[src/rtl/mc_controller_pkg.sv]
// Shared encodings for the multicycle RV32I controller:
// FSM states, ALU operations, opcodes and datapath mux codes.
package mc_controller_pkg;

    typedef enum logic [2:0] {
        S_FETCH  = 3'd0,
        S_DECODE = 3'd1,
        S_EXEC   = 3'd2,
        S_MEM    = 3'd3,
        S_WB     = 3'd4,
        S_HALT   = 3'd5
    } state_e;

    localparam logic [3:0] ALU_CTRL_ADD  = 4'd0;
    localparam logic [3:0] ALU_CTRL_SUB  = 4'd1;
    localparam logic [3:0] ALU_CTRL_SLL  = 4'd2;
    localparam logic [3:0] ALU_CTRL_SLT  = 4'd3;
    localparam logic [3:0] ALU_CTRL_SLTU = 4'd4;
    localparam logic [3:0] ALU_CTRL_XOR  = 4'd5;
    localparam logic [3:0] ALU_CTRL_SRL  = 4'd6;
    localparam logic [3:0] ALU_CTRL_SRA  = 4'd7;
    localparam logic [3:0] ALU_CTRL_OR   = 4'd8;
    localparam logic [3:0] ALU_CTRL_AND  = 4'd9;

    localparam logic [6:0] OP_LUI    = 7'b0110111;
    localparam logic [6:0] OP_AUIPC  = 7'b0010111;
    localparam logic [6:0] OP_JAL    = 7'b1101111;
    localparam logic [6:0] OP_JALR   = 7'b1100111;
    localparam logic [6:0] OP_BRANCH = 7'b1100011;
    localparam logic [6:0] OP_LOAD   = 7'b0000011;
    localparam logic [6:0] OP_STORE  = 7'b0100011;
    localparam logic [6:0] OP_IMM    = 7'b0010011;
    localparam logic [6:0] OP_OP     = 7'b0110011;

    localparam logic [6:0] F7_BASE = 7'b0000000;
    localparam logic [6:0] F7_ALT  = 7'b0100000;

    localparam logic [1:0] PC_PLUS4 = 2'b00;
    localparam logic [1:0] PC_ALU   = 2'b01;

    localparam logic [1:0] RES_ALU = 2'b00;
    localparam logic [1:0] RES_MEM = 2'b01;
    localparam logic [1:0] RES_PC4 = 2'b10;

    localparam logic [1:0] SRCA_RS1  = 2'b00;
    localparam logic [1:0] SRCA_ZERO = 2'b01;
    localparam logic [1:0] SRCA_PC   = 2'b10;

    localparam logic [1:0] SRCB_RS2 = 2'b00;
    localparam logic [1:0] SRCB_IMM = 2'b01;

    localparam logic [4:0] IMM_NONE = 5'b00000;
    localparam logic [4:0] IMM_I    = 5'b10000;
    localparam logic [4:0] IMM_S    = 5'b01000;
    localparam logic [4:0] IMM_B    = 5'b00100;
    localparam logic [4:0] IMM_U    = 5'b00010;
    localparam logic [4:0] IMM_J    = 5'b00001;

    function automatic logic [3:0] alu_op(input logic [2:0] f3,
                                          input logic alt);
        logic [3:0] r;
        r = ALU_CTRL_ADD;
        unique case (f3)
            3'b000:  r = alt ? ALU_CTRL_SUB : ALU_CTRL_ADD;
            3'b001:  r = ALU_CTRL_SLL;
            3'b010:  r = ALU_CTRL_SLT;
            3'b011:  r = ALU_CTRL_SLTU;
            3'b100:  r = ALU_CTRL_XOR;
            3'b101:  r = alt ? ALU_CTRL_SRA : ALU_CTRL_SRL;
            3'b110:  r = ALU_CTRL_OR;
            default: r = ALU_CTRL_AND;
        endcase
        return r;
    endfunction

endpackage

[src/rtl/mc_aludec.sv]
// ALU operation decode and illegal-instruction detection
// from the IR fields and the current controller state.
module mc_aludec
    import mc_controller_pkg::*;
(
    input  logic [6:0] opcode_i,
    input  logic [2:0] funct3_i,
    input  logic [6:0] funct7_i,
    input  state_e     state_i,
    output logic [3:0] aluctrl_o,
    output logic       bunsigned_o,
    output logic       illegal_o
);

    logic [3:0] op_alu;
    logic       br_uns;
    logic       f7_ok;
    logic       alt_ok;

    assign f7_ok  = (funct7_i == F7_BASE) || (funct7_i == F7_ALT);
    assign alt_ok = (funct3_i == 3'b000) || (funct3_i == 3'b101);

    always_comb begin
        op_alu    = ALU_CTRL_ADD;
        br_uns    = 1'b0;
        illegal_o = 1'b0;
        unique case (opcode_i)
            OP_LUI, OP_AUIPC, OP_JAL, OP_JALR,
            OP_LOAD, OP_STORE: op_alu = ALU_CTRL_ADD;
            OP_BRANCH: begin
                br_uns = funct3_i[2] & funct3_i[1];
                if (!funct3_i[2])
                    op_alu = ALU_CTRL_SUB;
                else
                    op_alu = funct3_i[1] ? ALU_CTRL_SLTU : ALU_CTRL_SLT;
            end
            OP_IMM: begin
                // funct7 is immediate data except on shifts
                op_alu = alu_op(funct3_i,
                                funct3_i == 3'b101 && funct7_i[5]);
                if (funct3_i == 3'b001)
                    illegal_o = funct7_i != F7_BASE;
                else if (funct3_i == 3'b101)
                    illegal_o = !f7_ok;
            end
            OP_OP: begin
                op_alu    = alu_op(funct3_i, funct7_i[5]);
                illegal_o = !f7_ok || (funct7_i == F7_ALT && !alt_ok);
            end
            default: illegal_o = 1'b1;
        endcase
    end

    always_comb begin
        aluctrl_o   = ALU_CTRL_ADD;
        bunsigned_o = 1'b0;
        if (state_i == S_EXEC || state_i == S_WB)
            aluctrl_o = op_alu;
        if (state_i == S_EXEC)
            bunsigned_o = br_uns;
    end

endmodule

[src/rtl/mc_controller.sv]
// Multicycle RV32I control FSM: sequences fetch/decode/exec/mem/wb
// over a shared ALU and a unified memory with a bounded handshake.
module mc_controller
    import mc_controller_pkg::*;
#(
    parameter int TIMEOUT_CYCLES = 16
) (
    input  logic       clk,
    input  logic       reset,
    input  logic [6:0] opcode,
    input  logic [2:0] funct3,
    input  logic [6:0] funct7,
    input  logic       zero,
    input  logic       lt,
    input  logic       mem_ready,
    output logic       mem_req,
    output logic       mem_we,
    output logic       mem_sel_data,
    output logic       irwrite,
    output logic       pcwrite,
    output logic [1:0] pcsrc,
    output logic       regwrite,
    output logic [1:0] resultsrc,
    output logic [1:0] alusrca,
    output logic [1:0] alusrcb,
    output logic [3:0] aluctrl,
    output logic [4:0] immctrl,
    output logic       bunsigned,
    output logic       lunsigned,
    output logic       retire,
    output logic       halted,
    output logic [2:0] state
);

    localparam int CW = (TIMEOUT_CYCLES > 1) ? $clog2(TIMEOUT_CYCLES) : 1;
    localparam logic [CW-1:0] LIMIT = CW'(TIMEOUT_CYCLES - 1);

    state_e        state_q, state_d;
    logic [CW-1:0] cnt_q, cnt_d;
    logic          illegal;
    logic          taken;
    logic [1:0]    fmt_a, fmt_b;
    logic [4:0]    fmt_imm;
    logic          is_branch, is_jump, is_load, is_store;

    assign is_branch = opcode == OP_BRANCH;
    assign is_jump   = opcode == OP_JAL || opcode == OP_JALR;
    assign is_load   = opcode == OP_LOAD;
    assign is_store  = opcode == OP_STORE;
    assign state     = state_q;

    mc_aludec u_aludec (
        .opcode_i    (opcode),
        .funct3_i    (funct3),
        .funct7_i    (funct7),
        .state_i     (state_q),
        .aluctrl_o   (aluctrl),
        .bunsigned_o (bunsigned),
        .illegal_o   (illegal)
    );

    always_comb begin
        fmt_a   = SRCA_RS1;
        fmt_b   = SRCB_IMM;
        fmt_imm = IMM_I;
        unique case (opcode)
            OP_LUI:    begin fmt_a = SRCA_ZERO; fmt_imm = IMM_U; end
            OP_AUIPC:  begin fmt_a = SRCA_PC;   fmt_imm = IMM_U; end
            OP_JAL:    begin fmt_a = SRCA_PC;   fmt_imm = IMM_J; end
            OP_BRANCH: begin fmt_b = SRCB_RS2;  fmt_imm = IMM_B; end
            OP_STORE:  fmt_imm = IMM_S;
            OP_OP:     begin fmt_b = SRCB_RS2;  fmt_imm = IMM_NONE; end
            default:   fmt_imm = IMM_I;
        endcase
    end

    always_comb begin
        taken = 1'b0;
        unique case (funct3)
            3'b000:         taken = zero;
            3'b001:         taken = !zero;
            3'b100, 3'b110: taken = lt;
            3'b101, 3'b111: taken = !lt;
            default:        taken = 1'b0;
        endcase
    end

    always_comb begin
        mem_req      = 1'b0;
        mem_we       = 1'b0;
        mem_sel_data = 1'b0;
        irwrite      = 1'b0;
        pcwrite      = 1'b0;
        pcsrc        = PC_PLUS4;
        regwrite     = 1'b0;
        resultsrc    = RES_ALU;
        alusrca      = SRCA_RS1;
        alusrcb      = SRCB_RS2;
        immctrl      = IMM_NONE;
        lunsigned    = 1'b0;
        retire       = 1'b0;
        halted       = 1'b0;
        state_d      = state_q;
        unique case (state_q)
            S_FETCH: begin
                // held quiet while reset is low
                mem_req = reset;
                irwrite = reset & mem_ready;
                if (mem_ready)
                    state_d = S_DECODE;
                else if (cnt_q == LIMIT)
                    state_d = S_HALT;
            end
            S_DECODE: begin
                if (is_branch) begin
                    alusrca = SRCA_PC;
                    alusrcb = SRCB_IMM;
                    immctrl = IMM_B;
                end
                state_d = illegal ? S_HALT : S_EXEC;
            end
            S_EXEC: begin
                alusrca = fmt_a;
                alusrcb = fmt_b;
                immctrl = fmt_imm;
                if (is_branch) begin
                    pcwrite = 1'b1;
                    pcsrc   = taken ? PC_ALU : PC_PLUS4;
                    retire  = 1'b1;
                    state_d = S_FETCH;
                end else if (is_jump) begin
                    regwrite  = 1'b1;
                    resultsrc = RES_PC4;
                    pcwrite   = 1'b1;
                    pcsrc     = PC_ALU;
                    retire    = 1'b1;
                    state_d   = S_FETCH;
                end else if (is_load || is_store) begin
                    state_d = S_MEM;
                end else begin
                    state_d = S_WB;
                end
            end
            S_MEM: begin
                mem_req      = 1'b1;
                mem_sel_data = 1'b1;
                mem_we       = is_store;
                lunsigned    = funct3[2];
                if (mem_ready) begin
                    if (is_store) begin
                        pcwrite = 1'b1;
                        retire  = 1'b1;
                        state_d = S_FETCH;
                    end else begin
                        state_d = S_WB;
                    end
                end else if (cnt_q == LIMIT) begin
                    state_d = S_HALT;
                end
            end
            S_WB: begin
                alusrca   = fmt_a;
                alusrcb   = fmt_b;
                immctrl   = fmt_imm;
                regwrite  = 1'b1;
                resultsrc = is_load ? RES_MEM : RES_ALU;
                pcwrite   = 1'b1;
                retire    = 1'b1;
                state_d   = S_FETCH;
            end
            S_HALT:  halted = 1'b1;
            default: state_d = S_HALT;
        endcase
    end

    always_comb begin
        cnt_d = cnt_q;
        if (mem_req && !mem_ready)
            cnt_d = cnt_q + CW'(1);
        if (state_d != state_q &&
            (state_d == S_FETCH || state_d == S_MEM))
            cnt_d = '0;
    end

    always_ff @(posedge clk or negedge reset) begin
        if (!reset) begin
            state_q <= S_FETCH;
            cnt_q   <= '0;
        end else begin
            state_q <= state_d;
            cnt_q   <= cnt_d;
        end
    end

endmodule

[config.mk]
export PLATFORM = sky130hd
export DESIGN_NAME = mc_controller
export DESIGN_NICKNAME = d
export VERILOG_FILES = /design/src/rtl/mc_controller_pkg.sv /design/src/rtl/mc_aludec.sv /design/src/rtl/mc_controller.sv
export SDC_FILE = /design/constraint.sdc
export NUM_CORES = 1
export LEC_CHECK = 0
export BUFFER_PORTS_ARGS = -buffer_cell sky130_fd_sc_hd__buf_2
export CAP_MARGIN = 20
export CORE_MARGIN = 2
export CORE_UTILIZATION = 50
export CTS_BUF_LIST = sky130_fd_sc_hd__clkbuf_2 sky130_fd_sc_hd__clkbuf_4 sky130_fd_sc_hd__clkbuf_8
export DETAILED_ROUTE_END_ITERATION = 8
export PLACE_DENSITY = 0.91
export RECOVER_POWER = 25
export SLEW_MARGIN = 15
export SYNTH_ARGS = -nofsm -noshare
export SYNTH_HDL_FRONTEND = slang
export SYNTH_SLANG_ARGS = --single-unit
[constraint.sdc]
create_clock -name clk -period 3.5 [get_ports clk]
set_clock_uncertainty 0.15 [all_clocks]
set_input_delay 0 -clock clk [delete_from_list [all_inputs] [get_ports clk]]
set_output_delay 0 -clock clk [all_outputs]
set_load 0.02 [all_outputs]
# Yosys cells after proc, flatten, opt, wreduce, memory -nomap -nowiden
# Index checks and enable logic that the tools add are counted.
[totals]
register_bits = 7
elab_cells = 116
[op_classes]
n_addsub = 1
eq_ne = 25
muxes = 57
bitwise_logic = 2
reduce_logical = 29
[ops]
columns = ["cell", "count"]
rows = [
  ["4-bit case mux with 7 select lines", 2],
  ["3-bit two-way mux", 10],
  ["7-bit by 6-bit equality test with 1-bit output, second input constant", 4],
  ["1-bit two-way mux", 25],
  ["5-bit case mux with 5 select lines", 1],
  ["7-bit equality test, second input constant", 3],
  ["3-bit equality test, second input constant", 6],
  ["3-bit case mux with 6 select lines", 1],
  ["4-bit two-way mux", 4],
  ["2-bit case mux with 2 select lines", 4],
  ["3-bit by 2-bit equality test with 1-bit output, second input constant", 5],
  ["7-bit by 5-bit equality test with 1-bit output, second input constant", 2],
  ["4-bit case mux with 3 select lines", 1],
  ["2-bit OR reduction", 6],
  ["5-bit case mux with 2 select lines", 1],
  ["3-bit logical NOT", 3],
  ["7-bit by 2-bit equality test with 1-bit output, second input constant", 1],
  ["7-bit logical NOT", 1],
  ["1-bit logical OR", 7],
  ["7-bit nonzero test", 1],
  ["7-bit OR reduction", 1],
  ["3-bit by 1-bit equality test with 1-bit output, second input constant", 2],
  ["2-bit two-way mux", 3],
  ["1-bit case mux with 3 select lines", 2],
  ["9 further kinds", 18],
]

# Depth between registers and ports, before layout
# Gate-level depths: netlist of the first run.
[depth]
word_depth = 12
depth_mapped = 7

# Hierarchy
# From an unflattened synthesis of the first run, not the netlist that was laid out.
[unflattened]
cells_unflattened = 150
hier_area_um2 = 1168.6
[modules_own_cells]
columns = ["module", "instances", "cells_each", "area_per_inst_um2", "seq_area_each_um2"]
rows = [
  ["mc_controller", 1, 106, 867.1, 175.2],
  ["mc_aludec", 1, 44, 301.5, 0.0],
]

# Worst setup path after synthesis of the first run
# OpenSTA, ideal clock, no wires.
[synth_path]
path_type = "register -> output"
start = "register state_q[1], in the netlist state[1]"
end = "output port alusrca[1]"
arrival_ns = 1.938
t_required_ns = 3.350
slack_ns = 1.412
stages_incl_launch_ff = 6
n_path_buf = 1
path_cell_list = "dfrtp_1 -> buf_6 -> nand2b_1 -> a21o_1 -> nor3_1 -> a22o_1"
[synth_between]
elab_chain_cells = 3
[synth_lines]
columns = ["element", "line", "rtl"]
rows = [
  ["from (decl)", "mc_controller.sv:38", "state_e state_q, state_d;"],
  ["from (signal assigned)", "mc_controller.sv:190", "state_q <= state_d;"],
  ["3-bit equality test / 3-bit by 2-bit equality test with 1-bit output (equally long branches)", "mc_controller.sv:104", "unique case (state_q)"],
  ["2-bit OR reduction (no source line)", "--", ""],
  ["2-bit case mux with 2 select lines *", "mc_controller.sv:104", ""],
  ["to (decl)", "mc_controller.sv:24", "output logic [1:0] alusrca,"],
]
# Every way passes the cells marked *; elsewhere a longest branch is shown, timed or not.

# Final worst setup path of the first run
[layout_path]
start = "register state_q[2], in the netlist state[2]"
end = "output port aluctrl[0]"
[layout_between]
elab_chain_cells = 3
[layout_lines]
columns = ["element", "line", "rtl"]
rows = [
  ["3-bit by 2-bit equality test with 1-bit output / 3-bit equality test (equally long branches)", "mc_aludec.sv:57", "if (state_i == S_EXEC || state_i == S_WB)"],
  ["1-bit logical OR *", "mc_aludec.sv:57", ""],
  ["4-bit two-way mux *", "mc_aludec.sv:57", ""],
  ["to (decl)", "mc_controller.sv:26", "output logic [3:0] aluctrl,"],
]
# Marks and branches as above.

==> results of run 1 <==
-- per-layer routing --
layer / up-vias / share of wire [%] / track usage, % / wire length, um
li1: 655 / - / - / -
met3: 0 / 9.0 / 6.43 / 291
met4: 0 / 0 / 4.39 / 0
met1: 611 / 43 / 31.9 / 1390
met2: 75 / 48 / 42.9 / 1570
met5: - / 0 / 0 / 0
-- registers in the layout, summed over array words and instances, names as in the netlist --
signal	count
cnt_q	4
state	3
-- per-stage QoR --
step / utilization (%) / instance area, sq um
floorplan: - / 1120
global placement: 61.0 / 1320
detailed placement: 61.0 / 1320
CTS: 63.3 / 1370
global route: 63.0 / 1370
finish: 63.0 / 1370
-- placed cells by master (no fill, tap or decap), drive strengths merged, types with 3 or more instances in the layout --
cell	count
inv	4
dfrtp	7
clkbuf	8
nor2	20
xor2	3
nand2b	6
buf	45
a21oi	10
nor2b	5
a31oi	3
nor4	4
o21ai	9
nand2	12
o211ai	3
nor3	12
or3	3
and3	4
-- kinds of logic (layout without fill, tap and decap cells) --
logic type	count (synthesis)	in the layout
XOR/XNOR	5	5
AND/OR/NAND/NOR	81	81
adder cells (fa/ha/maj)	1	1
flip-flops	7	7
buffers and inverters	16	59
multiplexers	2	2
AO/OA/AOI/OAI	42	42
other	1	2
-- worst register-to-register path, cell delays in order, from the launching register on --
cell	delay, ns
dfrtp_1	0.61
or3b_4	0.51
a21boi_4	0.19
nand4_1	0.15
xor2_1	0.17
nor2_1	0.06
-- final cells by class --
cell class	count	area, sq um	area share, %
inverter	4	15.0	1.10
sequential	7	175	12.8
multi-input combinational	133	852	62.3
tap	28	35.0	2.56
clock buffer	4	30.0	2.20
timing repair buffer	51	260	19.0
-- power by group through the flow --
stage               combinational (mW)  sequential, mW  clock (mW)
finish                           0.194           0.120      0.0857
CTS                              0.195           0.119      0.0863
global placement                 0.188           0.120           0
detailed placement               0.192           0.120           0
global route                     0.209           0.122      0.0921
floorplan                        0.150           0.108           0
-- worst max-delay path by stage --
stage / endpoint
2_1_floorplan: alusrca[1]
3_3_place_gp: cnt_q[3]$_DFFE_PN0P_
3_5_place_dp: cnt_q[3]$_DFFE_PN0P_
4_1_cts: alusrca[1]
5_1_grt: aluctrl[0]
6_report: aluctrl[0]
==> metrics.cfg, run 1 <==
[synth]
yosys.area_share.simple_pct=42.0
yosys.cell_types.count=57
synth_top_area_cell=dfrtp_1
synthMuxAreaShare_pct=1.91
ys_seq_area_share_pct=15.7
ys.flop_type=dfrtp_1
yosys.area_share.adder_pct=1.12
synth_compound_area_share_pct=26.8
synth_area_leaders=dfrtp_1, nor2_1, nor3_1
synth_top_family_by_area=simple AND/OR/NAND/NOR gates
synth_area_sq_um=1110
synth_top_area_share_pct=15.7
synthTopCellsByCount=nor2_1, nand2_1, nor3_1, a21oi_1, dfrtp_1
synth-seq-cells=7
syn_inst=155
synthXorXnorAreaFrac_pct=3.93
avgSynthCellArea_sq_um=7.19
yosysMostFrequentCell=nor2_1
synth_edf_count=0
async_flop_share_pct=100
yosysWarnings=0

[pwr]
swShare_pct=46.5
p_int_mw=0.214
p_switching_mw=0.186
vdd_drop_max_v=0.000231
p_leak_nw=0.596
p_comb_share_pct=48.6
power_mw=0.400
power.density_nw_per_um2=293
clockPowerShare_pct=21.4
seq_power_share_pct=30.0

[timing]
period_minus_slack_ns=2.10
fin_crit_sh_pct=60.0
slew_headroom_pct=55.0
holdWs_ns=0.0635
setup_ws_ns=1.40
tns_ns=0
worst_pin_slew_ns=0.658
hold_viol=0
max_freq_ghz=0.477
setup_viol=0
drv_slew=0
rsz0062_at_grt=false

[die]
ios=52
die_w_um=51.2
coreArea_sq_um=2170
dieArea_sq_um=2620
core.rowCount=17
die_y_um=51.2
start_util_pct=51.4

[finish]
final-instance-count-excl-fill=227
finalNetCount=223
area_growth_pct=22.7
n_fill_cell=197
antennaDiodeCount=0
layout-drive-gt1-share_pct=32.2

[min_path]
worst_hold_path.num_cells=5
holdPathEnd=state[0]$_DFF_PN0_
min_from=funct7[4]
hp-class=input port to register

[clocking]
cts.sinks=7
root_buffer=clkbuf_4
post_cts_buffers=0
cts_tree=yes
hold_buffers=2
cts_buffers=3
clk_pin_slew_ns=0.05
htree_levels=1
post_cts_resized=0
clk_latency_ns=0.27
clockBufferDepth=2

[placement]
io_buffers=49
hpwl_um=2460
pre_cts_slack_ns=1.58
place_congestion=0.873
dp_cells=221

[worst_setup_path]
path_delay_family=compound AO/OA/AOI/OAI gates
cp.depth=6
cp.arrival_ns=1.95
r2r_end=cnt_q[3]$_DFFE_PN0P_
critPathRequiredTime_ns=3.35
start_kind=register
timing.reg2reg.setup_slack_ns=1.56
startpoint=state[2]$_DFF_PN0_
crit_chain=nand2b_1 -> a21o_1 -> nor2_1 -> o211ai_1 -> a21oi_1 -> buf_2
critical_path_class=register to primary output
cp_max_fo=13
rr_startpoint=state[0]$_DFF_PN0_
worstRegToRegCells=5
worstSetupEndpointType=primary output
critPathBufInv=1
cpPeakStageDelay_ns=0.50
slowest_stage=dfrtp_1

[route]
ant_nets=0
viasPerCell=5.91
routed_wl_um=3250
post_drt_wl_per_cell_um=14.3
first_iter_violations=54
drt_pass1_iterations=4
drc_errors=0
vias=1341

[outcome]
status=finished, final reports clean

[global_routing]
grt_util_all_layers_pct=25.0
grt_pass1_wl_um=5130
antenna_found_initial=0
grt_max_degree=24
grt_overflow=0
grt_pass1_vias=1165

[job]
maxCapViolCount=0

(Power assumes the default switching activity.)
==> run 2, diff against run 1 <==
ABC_AREA = 1   (was default)
CORE_UTILIZATION = 43   (was 50)
PLACE_DENSITY = 0.85   (was 0.91)
clock period = 1.9 ns   (was 3.5 ns; I/O delays follow)
==> metrics.cfg, run 2 <==
[route]
drc_errors=0  ; unchanged
first_iter_violations=41  ; -24%
ant_nets=0  ; unchanged
routed_wl_um=3060  ; -5.8%
viasPerCell=5.06  ; -14%
drt_pass1_iterations=4  ; unchanged
post_drt_wl_per_cell_um=11.2  ; -22%
vias=1382  ; +3.1%

[placement]
pre_cts_slack_ns=0.137  ; -1.44 ns
io_buffers=49  ; unchanged
place_congestion=0.927  ; +6.2%
hpwl_um=2460  ; about the same

[worst_setup_path]
critPathRequiredTime_ns=1.75  ; -1.60 ns
path_delay_family=simple AND/OR/NAND/NOR gates
critPathBufInv=2  ; +1
cp_max_fo=7  ; -6
crit_chain=nor2_4 -> nand2_2 -> nand2_4 -> inv_2 -> nor2_2 -> o21ai_0 -> o31ai_1 -> buf_2
start_kind=register
slowest_stage=dfrtp_2
cp.arrival_ns=1.67  ; -0.28 ns
critical_path_class=register to primary output
worstSetupEndpointType=primary output
cpPeakStageDelay_ns=0.47  ; -0.03 ns

[clocking]
clockBufferDepth=2  ; unchanged
clk_pin_slew_ns=0.05  ; about the same
clk_latency_ns=0.25  ; -0.02 ns
cts_tree=yes
htree_levels=1  ; unchanged
root_buffer=clkbuf_4
cts.sinks=7  ; unchanged
cts_buffers=3  ; unchanged

[global_routing]
grt_pass1_wl_um=4820  ; -6.0%
antenna_found_initial=0  ; unchanged
grt_max_degree=10  ; -58%
grt_util_all_layers_pct=22.9  ; -2.1 points
grt_pass1_vias=1208  ; +3.7%
grt_overflow=0  ; unchanged

[finish]
postLayoutCoreUtil_pct=64.0  ; +1.0 points
area_growth_pct=37.4
n_fill_cell=221  ; +12%
layout_common_cells=nand2_1, buf_2, nor2_1, inv_1
layout-drive-gt1-share_pct=37.6  ; +5.4 points
largest_register_ffs=4  ; unchanged
largest_register=cnt_q
antennaDiodeCount=0  ; unchanged
finalNetCount=269  ; +21%

[synth]
yosysMostFrequentCell=nand2_1
syn_inst=188  ; +21%
yosys.cell_types.count=30  ; -47%
synth-seq-cells=7  ; unchanged
ys.flop_type=dfrtp_1
synthTopCellsByCount=nand2_1, nor2_1, inv_1, nand3_1, inv_2
async_flop_share_pct=100  ; unchanged
synth_area_sq_um=1050  ; -5.7%
synth_area_leaders=nand2_1, dfrtp_1, nor2_1
yosysWarnings=0  ; unchanged
synth_top_area_cell=nand2_1
synth_edf_count=0  ; unchanged
synth_top_area_share_pct=17.9  ; +2.1 points
avgSynthCellArea_sq_um=5.59  ; -22%
ys_seq_area_share_pct=16.7  ; +0.95 points

[timing]
setup_viol=0  ; unchanged
fin_crit_sh_pct=95.7
period_minus_slack_ns=1.82
max_freq_ghz=0.550
drv_slew=0  ; unchanged
holdWs_ns=0.0829  ; +0.0195 ns
setup_ws_ns=0.0814  ; -1.32 ns
hold_viol=0  ; unchanged

[pwr]
clockPowerShare_pct=37.9  ; +17 points
swShare_pct=28.9  ; -18 points
p_leak_nw=0.841  ; +41%
seq_power_share_pct=38.3  ; +8.3 points
p_switching_mw=0.114  ; -39%
p_comb_share_pct=23.7  ; -25 points
vdd_drop_max_v=0.000332  ; +44%
p_int_mw=0.280  ; +31%
power.density_nw_per_um2=273  ; -6.7%

[die]
die_w_um=53.4  ; +4.3%
dieArea_sq_um=2860  ; +8.9%
coreArea_sq_um=2250  ; +3.9%
core.rowCount=17  ; unchanged
ios=52  ; unchanged
die_y_um=53.4  ; +4.3%
start_util_pct=46.6  ; -4.8 points

[min_path]
hp-class=input port to register

[outcome]
status=finished, final reports clean

[job]
maxCapViolCount=0  ; unchanged

## run 2: worst paths after layout
check / from / endpoint / slack, ns / depth (start not counted)
max in group asynchronous: reset / state[0]$_DFF_PN0_ / 0.72 / 3
min: mem_ready / state[1]$_DFF_PN0_ / 0.08 / 4
max: state[1]$_DFF_PN0_ / aluctrl[2] / 0.08 / 8
max reg2reg: state[1]$_DFF_PN0_ / cnt_q[3]$_DFFE_PN0P_ / 0.15 / 10
min in group asynchronous: reset / cnt_q[2]$_DFFE_PN0P_ / 0.60 / 3
min reg2reg: cnt_q[3]$_DFFE_PN0P_ / cnt_q[3]$_DFFE_PN0P_ / 0.46 / 4
## run 2: final cells by class
class / count / area (sq um) / area share [%]
well taps: 28 / 35.0 / 2.43
multi-input cells: 143 / 768 / 53.2
inverters: 35 / 131 / 9.10
clock buffers: 4 / 30.0 / 2.08
flip-flops and latches: 7 / 178 / 12.3
repair buffers: 56 / 302 / 20.9
## run 2: power by group through the flow
stage,Combinational (mW),Sequential [mW],Clock (mW)
floorplan,0.0526,0.154,0
global placement,0.0854,0.154,0
detailed placement,0.0871,0.154,0
CTS,0.0905,0.152,0.156
global route,0.106,0.151,0.166
finish,0.0935,0.151,0.150
## run 2: metrics by stage
stage,total power [mW],cell area (sq um),std cells,TNS [ns]
floorplan,0.206,1070,189,0
global placement,0.239,1330,264,0
detailed placement,0.241,1330,264,0
CTS,0.398,1390,270,0
global route,0.423,1440,273,-0.0271
finish,0.394,1440,273,0
## run 2: tightest hold or removal path, stage by stage
cell and delay [ns]:
buf_2 0.11, inv_1 0.12, a31oi_1 0.12, nand2_1 0.09
## run 2: kinds of logic after synthesis
group                      count (synthesis)  synth area share (%)
buffers and inverters                     39                  15.7
xor gates and xnor gates                   3                  2.50
DFF                                        7                  16.7
other                                      1                 0.357
adders and majority gates                  1                  1.19
and+or+nand+nor                          117                  51.4
AOI/OAI and AO/OA                         20                  12.1
## run 2: metal layers
metal  up-vias  GRT usage (%)  wire length (um)
met3         6           3.39               163
met2        46           41.2              1550
met4         0           8.97                57
met1       617           26.8              1290
met5         -              0                 0
li1        713              -                 -
## run 2: repair_timing
action,in CTS,in global routing
endpoints found under the setup margin,4,7
hold endpoints to repair,7,0
pin swaps,0,1
resized for setup,5,8
setup buffers,0,3
hold buffers,2,0
==> run 3, diff against run 2 <==
CORE_UTILIZATION = 41   (was 43)
CTS_BUF_LIST = default   (was sky130_fd_sc_hd__clkbuf_2 sky130_fd_sc_hd__clkbuf_4 sky130_fd_sc_hd__clkbuf_8)
PLACE_DENSITY = 0.82   (was 0.85)
==> metrics.cfg, run 3 (same netlist as run 2, synthesis figures left out) <==
[global_routing]
met2_usage_pct=36.7  ; -4.4 points
grt_overflow=0  ; unchanged
grt_pass1_vias=1227  ; +1.6%
grt-busiest-layer=met2
grt_pass1_wl_um=4860  ; +1.0%
grt_max_degree=10  ; unchanged
antenna_found_initial=0  ; unchanged
grt_util_met1_pct=27.9  ; +1.1 points
use_met3_pct=3.83  ; +0.44 points
grt_util_all_layers_pct=21.6  ; -1.3 points

[worst_setup_path]
cpPeakStageDelay_ns=0.46  ; about the same
path_delay_family=flip-flops
crit_chain=nor2_4 -> nand2_2 -> nand2_4 -> inv_2 -> nor2_1 -> o21ai_0 -> o31ai_1 -> buf_2
worstRegToRegCells=12  ; +2
timing.reg2reg.setup_slack_ns=0.15  ; about the same
start_kind=register
critPathBufInv=2  ; unchanged
critPathRequiredTime_ns=1.75  ; about the same
cp.arrival_ns=1.62  ; -0.05 ns
rr_startpoint=cnt_q[0]$_DFFE_PN0P_
slowest_stage=dfrtp_2
critical_path_class=register to primary output
cp_max_fo=7  ; unchanged
worstSetupEndpointType=primary output
r2r_end=cnt_q[1]$_DFFE_PN0P_

[die]
die_y_um=54.6  ; +2.2%
die_w_um=54.6  ; +2.2%
ios=52  ; unchanged
coreArea_sq_um=2450  ; +8.9%
dieArea_sq_um=2980  ; +4.5%
core.rowCount=18  ; +1
start_util_pct=42.8  ; -3.8 points

[clocking]
clk_latency_ns=0.24  ; about the same
clockBufferDepth=2  ; unchanged
cts_tree=yes
root_buffer=clkbuf_4
htree_levels=1  ; unchanged
cts_buffers=3  ; unchanged
cts.sinks=7  ; unchanged
clk_pin_slew_ns=0.05  ; about the same

[finish]
design_area_sq_um=1440  ; -0.52%
largest_register_ffs=4  ; unchanged
layout_commonest_cell=nand2_1
antennaDiodeCount=0  ; unchanged
layout-drive-gt1-share_pct=35.4  ; -2.2 points
largest_register=cnt_q
layout_common_cells=nand2_1, buf_2, nor2_1, inv_1, nand3_1
n_fill_cell=259  ; +17%
postLayoutCoreUtil_pct=58.5  ; -5.5 points
finalNetCount=270  ; +0.37%
area_growth_pct=36.7

[min_path]
holdPathEnd=state[1]$_DFF_PN0_
min_from=mem_ready
hp-class=input port to register
worst_hold_path.num_cells=4  ; unchanged

[placement]
pre_cts_slack_ns=0.136  ; -0.00137 ns
place_congestion=0.944  ; +1.9%
io_buffers=49  ; unchanged
placed_cell_area_sq_um=1330  ; +0.19%
hpwl_um=2490  ; +0.93%

[timing]
rsz0062_at_grt=false
fin_crit_sh_pct=93.4  ; -2.4 points
hold_viol=0  ; unchanged
max_freq_ghz=0.564  ; +2.5%
tns_ns=0  ; unchanged
setup_viol=0  ; unchanged
setup_ws_ns=0.126  ; +0.0447 ns
drv_slew=0  ; unchanged
period_minus_slack_ns=1.77  ; -0.0447 ns
holdWs_ns=0.0951  ; +0.0121 ns

[pwr]
vdd_drop_max_v=0.000344  ; +3.8%
p_leak_nw=0.843  ; +0.32%
power.density_nw_per_um2=259  ; -5.0%

[route]
drc_errors=0  ; unchanged
first_iter_violations=29  ; -29%
ant_nets=0  ; unchanged
vias=1405  ; +1.7%
routed_wl_um=3040  ; -0.56%
viasPerCell=5.09  ; +0.56%
post_drt_wl_per_cell_um=11.0  ; -1.6%
drt_pass1_iterations=4  ; unchanged

[job]
maxCapViolCount=0  ; unchanged

[outcome]
status=finished, final reports clean

run 3: power breakdown:
group	switching [mW]	internal, mW
logic	0.0572	0.0338
registers	0.00116	0.150
clock network	0.0502	0.0798
run 3: layout make-up:
| class | count | area, sq um | area share (%) |
|---|---|---|---|
| tap | 30 | 37.5 | 2.61 |
| sequential | 7 | 178 | 12.4 |
| inverter | 35 | 131 | 9.15 |
| timing repair buffer | 57 | 308 | 21.4 |
| clock buffer | 4 | 26.3 | 1.83 |
| multi-input combinational | 143 | 756 | 52.6 |
run 3: what timing repair did:
action | 4_1_cts | 5_1_grt
setup endpoints to repair | 3 | 8
hold buffers | 2 | 0
endpoints found under the hold margin | 7 | 0
setup buffers | 0 | 4
resized for setup | 4 | 5
run 3: layer usage:
layer,wire (um),up-vias
met5,0,-
met3,254,6
met1,1370,621
met2,1380,62
met4,30,0
li1,-,716
run 3: worst min-delay path, cell delays in order:
cell	delay, ns
buf_2	0.12
inv_1	0.13
a31oi_1	0.11
nand2_1	0.09
run 3: worst max-delay path by stage:
stage	from	endpoint	slack, ns	cells after the start
2_1_floorplan	state[1]$_DFF_PN0_	cnt_q[3]$_DFFE_PN0P_	0.06	10
3_3_place_gp	state[0]$_DFF_PN0_	cnt_q[3]$_DFFE_PN0P_	0.15	10
3_5_place_dp	state[0]$_DFF_PN0_	cnt_q[1]$_DFFE_PN0P_	0.14	10
4_1_cts	state[0]$_DFF_PN0_	aluctrl[2]	0.02	8
5_1_grt	state[1]$_DFF_PN0_	aluctrl[2]	0.007	8
6_report	state[0]$_DFF_PN0_	aluctrl[2]	0.13	8
run 3: through the flow:
| step | total power [mW] | instances |
|---|---|---|
| 2_1_floorplan | 0.206 | 189 |
| 3_3_place_gp | 0.240 | 266 |
| 3_5_place_dp | 0.242 | 266 |
| 4_1_cts | 0.379 | 272 |
| 5_1_grt | 0.404 | 276 |
| 6_report | 0.373 | 276 |
